File: config.mk
export PLATFORM = sky130hd
export DESIGN_NAME = ram_data_arbiter
export DESIGN_NICKNAME = d
export VERILOG_FILES = /design/src/rtl/ram_data_arbiter.sv
export SDC_FILE = /design/constraint.sdc
export NUM_CORES = 1
export LEC_CHECK = 0
export ABC_AREA = 0
export CAP_MARGIN = 20
export CORE_ASPECT_RATIO = 0.7
export CORE_UTILIZATION = 30
export CTS_BUF_LIST = sky130_fd_sc_hd__clkbuf_16
export DETAILED_ROUTE_END_ITERATION = 16
export PLACE_DENSITY = 0.81
export SLEW_MARGIN = 25
export SYNTH_ARGS = -nofsm -noshare
export SYNTH_HDL_FRONTEND = slang
export SYNTH_SLANG_ARGS = --single-unit
File: constraint.sdc
create_clock -name clock -period 1.22 [get_ports clock]
set_input_delay 0.122 -clock clock [delete_from_list [all_inputs] [get_ports clock]]
set_output_delay 0.122 -clock clock [all_outputs]
set_load 0.02 [all_outputs]
File: src/rtl/ram_data_arbiter.sv
// rtl/ram_data_arbiter.sv - two-requester round-robin arbiter for the RAM_data simple-dual-port RAM
// Optional read-after-write forwarding is enabled by defining RAM_ARB_FWD_EN.
module ram_data_arbiter #(
    parameter int ADDR_W     = 17,
    parameter int DATA_W     = 32,
    parameter int RD_LATENCY = 1
) (
    input  logic              clock,
    input  logic              reset_n,
    input  logic              a_req,
    input  logic              a_we,
    input  logic [ADDR_W-1:0] a_addr,
    input  logic [DATA_W-1:0] a_wdata,
    output logic              a_gnt,
    output logic              a_rvalid,
    output logic [DATA_W-1:0] a_rdata,
    input  logic              b_req,
    input  logic              b_we,
    input  logic [ADDR_W-1:0] b_addr,
    input  logic [DATA_W-1:0] b_wdata,
    output logic              b_gnt,
    output logic              b_rvalid,
    output logic [DATA_W-1:0] b_rdata,
    output logic [ADDR_W-1:0] ram_rdaddress,
    output logic [ADDR_W-1:0] ram_wraddress,
    output logic [DATA_W-1:0] ram_data,
    output logic              ram_wren,
    input  logic [DATA_W-1:0] ram_q
);
    localparam logic OWN_A = 1'b0;
    localparam logic OWN_B = 1'b1;

    logic a_rd_cand, b_rd_cand, a_wr_cand, b_wr_cand;
    logic a_rd_gnt, b_rd_gnt, a_wr_gnt, b_wr_gnt;
    logic rd_gnt, wr_gnt;
    logic rd_last_q, rd_last_d;
    logic wr_last_q, wr_last_d;
    logic [RD_LATENCY-1:0] tag_vld_q, tag_vld_d;
    logic [RD_LATENCY-1:0] tag_own_q, tag_own_d;
    logic [DATA_W-1:0] a_rdata_q, a_rdata_d;
    logic [DATA_W-1:0] b_rdata_q, b_rdata_d;
    logic [DATA_W-1:0] ret_data;
    logic tail_vld, tail_own;

    // Gating candidates with reset_n keeps every grant and RAM strobe low while in reset.
    assign a_rd_cand = reset_n & a_req & ~a_we;
    assign b_rd_cand = reset_n & b_req & ~b_we;
    assign a_wr_cand = reset_n & a_req & a_we;
    assign b_wr_cand = reset_n & b_req & b_we;

    assign a_rd_gnt = a_rd_cand & (~b_rd_cand | (rd_last_q == OWN_B));
    assign b_rd_gnt = b_rd_cand & (~a_rd_cand | (rd_last_q == OWN_A));
    assign a_wr_gnt = a_wr_cand & (~b_wr_cand | (wr_last_q == OWN_B));
    assign b_wr_gnt = b_wr_cand & (~a_wr_cand | (wr_last_q == OWN_A));

    assign rd_gnt = a_rd_gnt | b_rd_gnt;
    assign wr_gnt = a_wr_gnt | b_wr_gnt;
    assign a_gnt  = a_rd_gnt | a_wr_gnt;
    assign b_gnt  = b_rd_gnt | b_wr_gnt;

    assign rd_last_d = rd_gnt ? (b_rd_gnt ? OWN_B : OWN_A) : rd_last_q;
    assign wr_last_d = wr_gnt ? (b_wr_gnt ? OWN_B : OWN_A) : wr_last_q;

    assign ram_rdaddress = a_rd_gnt ? a_addr  : (b_rd_gnt ? b_addr  : '0);
    assign ram_wraddress = a_wr_gnt ? a_addr  : (b_wr_gnt ? b_addr  : '0);
    assign ram_data      = a_wr_gnt ? a_wdata : (b_wr_gnt ? b_wdata : '0);
    assign ram_wren      = wr_gnt;

    // Stage 0 is loaded by the grant; the tail lines up with RAM_data q.
    always_comb begin
        tag_vld_d    = '0;
        tag_own_d    = '0;
        tag_vld_d[0] = rd_gnt;
        tag_own_d[0] = b_rd_gnt;
        for (int i = 1; i < RD_LATENCY; i++) begin
            tag_vld_d[i] = tag_vld_q[i-1];
            tag_own_d[i] = tag_own_q[i-1];
        end
    end

    assign tail_vld = tag_vld_q[RD_LATENCY-1];
    assign tail_own = tag_own_q[RD_LATENCY-1];

`ifdef RAM_ARB_FWD_EN
    logic [RD_LATENCY-1:0] tag_hit_q, tag_hit_d;
    logic [DATA_W-1:0]     tag_wd_q [RD_LATENCY];
    logic [DATA_W-1:0]     tag_wd_d [RD_LATENCY];

    always_comb begin
        tag_hit_d    = '0;
        tag_hit_d[0] = rd_gnt & wr_gnt & (ram_rdaddress == ram_wraddress);
        tag_wd_d[0]  = ram_data;
        for (int i = 1; i < RD_LATENCY; i++) begin
            tag_hit_d[i] = tag_hit_q[i-1];
            tag_wd_d[i]  = tag_wd_q[i-1];
        end
    end

    always_ff @(posedge clock or negedge reset_n) begin
        if (!reset_n) begin
            tag_hit_q <= '0;
            for (int i = 0; i < RD_LATENCY; i++) begin
                tag_wd_q[i] <= '0;
            end
        end else begin
            tag_hit_q <= tag_hit_d;
            for (int i = 0; i < RD_LATENCY; i++) begin
                tag_wd_q[i] <= tag_wd_d[i];
            end
        end
    end

    assign ret_data = tag_hit_q[RD_LATENCY-1] ? tag_wd_q[RD_LATENCY-1] : ram_q;
`else
    assign ret_data = ram_q;
`endif

    assign a_rvalid  = tail_vld & (tail_own == OWN_A);
    assign b_rvalid  = tail_vld & (tail_own == OWN_B);
    assign a_rdata   = a_rvalid ? ret_data : a_rdata_q;
    assign b_rdata   = b_rvalid ? ret_data : b_rdata_q;
    assign a_rdata_d = a_rdata;
    assign b_rdata_d = b_rdata;

    always_ff @(posedge clock or negedge reset_n) begin
        if (!reset_n) begin
            rd_last_q <= OWN_B;
            wr_last_q <= OWN_B;
            tag_vld_q <= '0;
            tag_own_q <= '0;
            a_rdata_q <= '0;
            b_rdata_q <= '0;
        end else begin
            rd_last_q <= rd_last_d;
            wr_last_q <= wr_last_d;
            tag_vld_q <= tag_vld_d;
            tag_own_q <= tag_own_d;
            a_rdata_q <= a_rdata_d;
            b_rdata_q <= b_rdata_d;
        end
    end

endmodule

==> results.cfg, run 1 <==
[run_status]
status = finished, violations left
violations = negative setup slack

[sta]
setup_tns_ps = -79890
tightest_slew_ps = 780
max_freq_ghz = 0.544
final.setup.worst_slack_ps = -619
slew_headroom_pct = 48.0
fin_skew_ps = 4.81
rsz0062_at_grt = true
hold_viol_final = 0
finalCritPeriodShare_pct = 151
setup_viol = 195
holdWs_ps = 36.9
min_period_ps = 1840
drv_slew = 0

[synth]
yosysWarnings = 0
netlist_top_cells_area = dfrtp_1 49%, mux2_2 12%, mux2_1 9.7%
yosysTopAreaCellShare_pct = 48.9
ys_types = 26
synthCells = 281
syn_nets = 417
synth_area_leader_cell = dfrtp_1
ys_ff_latch = 68
synth_area_um2 = 3380
yosysSeqAreaShare_pct = 50.5
avgSynthCellArea_um2 = 12.0

[floorplanning]
die-area_um2 = 11700
rows = 31
ioPinCount = 271
core_um2 = 10600
initial_utilization_pct = 31.8
fp.dieH_um = 90.8
chipWidth_um = 129

[setup_path]
r2r_cells = 5
critPathArrivalTime_ps = 1720
worst_setup_path_end_kind = primary output
start_kind = register
cp_max_fo = 6
critPathKind = reg2out
startpoint = tag_vld_q
timing.rr.end = a_rdata_q[26]
critPathCapture = a_rdata[26]
ff2ff_setup_slack_ps = -260
r2r-start = tag_vld_q
worstPathRequired_ps = 1100

[clocking]
root_buffer = clkbuf_16
clk_path_buf_depth = 2
cts_tree = done
htreeDepth = 3
clk_pin_slew_ps = 60
cts_made_buffers = 9
clkLatencyLatePin_ps = 320
numClockSinks = 68

[layout]
fin_area_um2 = 8800
drive_gt1_share_pct = 60.2
layout_commonest_cell = buf_6
most-common-layout-cells = 171 x buf_6, 130 x clkdlybuf4s50_1, 66 x dfrtp_1
syn_to_final_growth_pct = 161
n_antenna_cell = 0
layout.nets = 764
utilization_pct = 82.8

[power]
max-vdd-ir-drop_v = 0.000624
total_leakage_power_nw = 4.10
power.density_nw_per_um2 = 1220
fin_total_pwr_mw = 10.7

[placed_design]
place_congestion = 0.931
portBuffers = 270
place_area_um2 = 7040
hpwl_mm = 10.4

[global_routing]
first_global_vias = 4208
grt_max_degree = 63
grt_pass1_wl_mm = 23.6
antenna_found_initial = 0
grtUsageTotal_pct = 26.9
grt.overflow.total = 0

[drt]
viasPerCell = 5.12
wirelength_mm = 17.6
first_iter_violations = 108
drc_errors = 0
wl_per_cell_um = 22.5
ant_nets = 0
num_vias = 4001
drt_first_pass_iters = 4

[flow_run]
drv_cap = 0

[min_path]
hold_path.class = in2async
-- synth_stat cells (all sizes together) --
master / count
dfrtp: 66
a21o: 2
nand2b: 3
o21bai: 2
mux2: 64
nor2: 1
inv: 3
o2bb2ai: 1
o22ai: 34
buf: 20
nor3b: 1
o21ai: 1
a22o: 32
a21oi: 3
clkbuf: 3
nor2b: 1
o21ba: 1
dfstp: 2
nand2: 38
nand3: 3
-- power breakdown --
part | internal, mW | total [mW] | switching, mW
logic | 3.00 | 5.24 | 2.25
registers | 2.76 | 2.93 | 0.172
clock network | 1.57 | 2.55 | 0.976
-- flip-flops by register name, summed over array words and instances (netlist names) --
signal	count
rd_last_q	1
b_rdata_q	32
tag_vld_q	1
a_rdata_q	32
tag_own_q	1
wr_last_q	1
-- per-stage QoR --
step / worst slack (ps) / cells
after floorplan: -104 / 281
after global placement: -993 / 698
after detailed placement: -1120 / 698
after CTS: -607 / 752
after global routing: -670 / 781
final: -619 / 781
-- worst min path at each step --
stage             from             to  slack (ps)  depth (start not counted)
6_report       reset_n  b_rdata_q[20]          40                          2
2_1_floorplan  reset_n   a_rdata_q[0]        -170                          0
5_1_grt        reset_n  b_rdata_q[20]         120                          2
3_3_place_gp   reset_n      wr_last_q         240                          2
3_5_place_dp   reset_n      wr_last_q         230                          2
4_1_cts        reset_n  a_rdata_q[20]          80                          2
-- cell families after synthesis --
kind of cell | after synthesis | synth area share [%]
compound gates | 76 | 16.9
buf+inv | 26 | 5.08
flops | 68 | 50.5
mux | 64 | 21.3
simple gates | 47 | 6.23
-- layer usage --
layer | vias to the layer above | global-route usage [%] | part of all wire [%]
li1 | 1753 | - | -
met1 | 1980 | 29.7 | 37
met2 | 215 | 48.9 | 52
met3 | 53 | 7.29 | 6.7
met4 | 0 | 9.80 | 4.0
met5 | - | 0 | 0
-- final cells by class --
cell class | instances | area [µm²]
fill | 564 | 1830
clock inverter | 7 | 68.8
timing repair buffer | 359 | 4140
inverter | 3 | 13.8
multi-input combinational | 187 | 2460
clock buffer | 9 | 225
sequential | 68 | 1700
tap | 148 | 185
-- worst max-delay path, cell delays in order, from the launching register on --
cell and delay (ps):
dfrtp_1 420, buf_6 140, nand2b_4 180, clkbuf_16 200
mux2_4 320, buf_6 140
-- what timing repair did --
item                       in CTS  in global routing
gates cloned                   11                  5
hold endpoints to repair        1                  0
setup endpoints to repair     159                189
gates resized for setup       796                135
buffers inserted               26                 35
hold buffers                    1                  0
pin swaps                       7                  9
(Power assumes the default switching activity.)
==> inputs of run 2 (changes only) <==
TNS_END_PERCENT = 10   (was not set)
==> run 2 against run 1 <==
  * The run still ends with negative setup slack left
  * Die area unchanged
  * Design area decreased by 14%
  * Clock power is essentially flat
  * Sequential power about the same
  * Core utilization down 12 points
  * Routed wire length down 17%
  * Critical path type unchanged
  * Largest cell class unchanged
  * Largest power group unchanged
==> results.cfg, run 2 (same netlist as run 1, synthesis figures left out) <==
[run_status]
status = finished, violations left
violations = negative setup slack

[sta]
drv_slew = 0
min_period_ps = 1820
finalCritPeriodShare_pct = 149
holdWs_ps = 30.9
setup_viol = 143
fin_skew_ps = 5.81
final.setup.worst_slack_ps = -603
max_freq_ghz = 0.548
rsz0062_at_grt = true
slew_headroom_pct = 44.9
tightest_slew_ps = 827
hold_viol_final = 0

[clocking]
clk_pin_slew_ps = 60
htreeDepth = 3
clk_path_buf_depth = 2
clkLatencyLatePin_ps = 330
cts_made_buffers = 9
root_buffer = clkbuf_16
numClockSinks = 68
cts_tree = done

[global_routing]
grt_max_degree = 68
grtUsageTotal_pct = 24.5
antenna_found_initial = 1
grt.overflow.total = 0
grt_pass1_wl_mm = 21.5
first_global_vias = 3831

[setup_path]
path_buf_inv = 3
worst_setup_path_end_kind = primary output
critPathTopFamily = flip-flops
cp_slowest_cell = dfstp_2
critPathKind = reg2out
worstPathRequired_ps = 1100
worstPathCellList = buf_4, o21ba_4, buf_12, a22o_1, buf_2
start_kind = register
cp_max_fo = 21
critPathArrivalTime_ps = 1700
cpPeakStageDelay_ps = 550

[power]
total_leakage_power_nw = 3.56
power.density_nw_per_um2 = 1260
max-vdd-ir-drop_v = 0.000607

[floorplanning]
ioPinCount = 271
fp.dieH_um = 90.8
initial_utilization_pct = 31.8
rows = 31
chipWidth_um = 129
core_um2 = 10600
die-area_um2 = 11700

[placed_design]
place_congestion = 0.956
hpwl_mm = 10.2
portBuffers = 270
post-place-ws_ps = -1110

[layout]
drive_gt1_share_pct = 55.7
layout.nets = 714
most-common-layout-cells = 130 x clkdlybuf4s50_1, 85 x buf_6, 66 x dfrtp_1
top_regs = a_rdata_q (32), b_rdata_q (32)
syn_to_final_growth_pct = 123
layout_commonest_cell = clkdlybuf4s50_1

[drt]
ant_nets = 0
num_vias = 3636
drt_first_pass_iters = 4
wl_per_cell_um = 20.0
viasPerCell = 4.97
drc_errors = 0
first_iter_violations = 98
wirelength_mm = 14.7

[flow_run]
drv_cap = 0

[min_path]
hold_path.class = in2async
[run 2: per-layer routing]
metal / wire (µm) / vias up / GRT usage [%]
li1: - / 1651 / -
met1: 5550 / 1762 / 26.3
met2: 7520 / 184 / 44.5
met3: 1130 / 39 / 7.76
met4: 467 / 0 / 9.22
met5: 0 / - / 0
[run 2: worst paths after layout]
kind                       cells past startpoint         start             to  slack, ps
hold / removal                                 2       reset_n      tag_own_q         30
min in group clock                             3       reset_n      wr_last_q        200
setup reg to reg                               6     rd_last_q      rd_last_q       -120
setup / recovery                               5     wr_last_q   ram_data[31]       -600
hold reg to reg                                1  a_rdata_q[3]   a_rdata_q[3]        490
max in group asynchronous                      2       reset_n  b_rdata_q[24]        630
[run 2: final cells by class]
type / instances / area [µm²]
well taps: 148 / 185
clock buffers: 9 / 225
inverters: 3 / 13.8
diodes: 1 / 2.50
clock inverters: 7 / 67.6
multi-input cells: 187 / 2220
flip-flops and latches: 68 / 1700
repair buffers: 309 / 3120
fillers: 733 / 3090
[run 2: timing repair]
action	CTS	global route
cloned	5	0
gates resized for setup	744	49
pin swaps	4	2
setup endpoints to repair	169	181
hold buffers	1	0
hold endpoints to repair	1	0
buffers inserted	13	1
[run 2: metrics by stage]
| step | std cells | area [µm²] | power [mW] | utilization (%) | TNS, ps |
|---|---|---|---|---|---|
| after floorplan | 281 | 3790 | 4.73 | - | -11630 |
| after global placement | 695 | 6760 | 6.62 | 63.6 | -101190 |
| final | 732 | 7540 | 9.50 | 70.9 | -66370 |
| after detailed placement | 695 | 6760 | 6.71 | 63.6 | -104800 |
| after CTS | 730 | 7370 | 9.32 | 69.3 | -68800 |
| after global routing | 731 | 7540 | 9.92 | 70.9 | -74430 |
[run 2: power breakdown]
part	total, mW	leakage (nW)	internal (mW)	switching (mW)
logic	4.07	2.62	2.14	1.93
registers	2.91	0.793	2.75	0.152
clock network	2.53	0.143	1.57	0.956
[run 2: worst register-to-register path, stage by stage (launching register included)]
cell,delay (ps)
dfstp_2,370
a21o_1,200
buf_4,160
buf_4,130
buf_4,120
buf_4,120
o2bb2ai_1,160
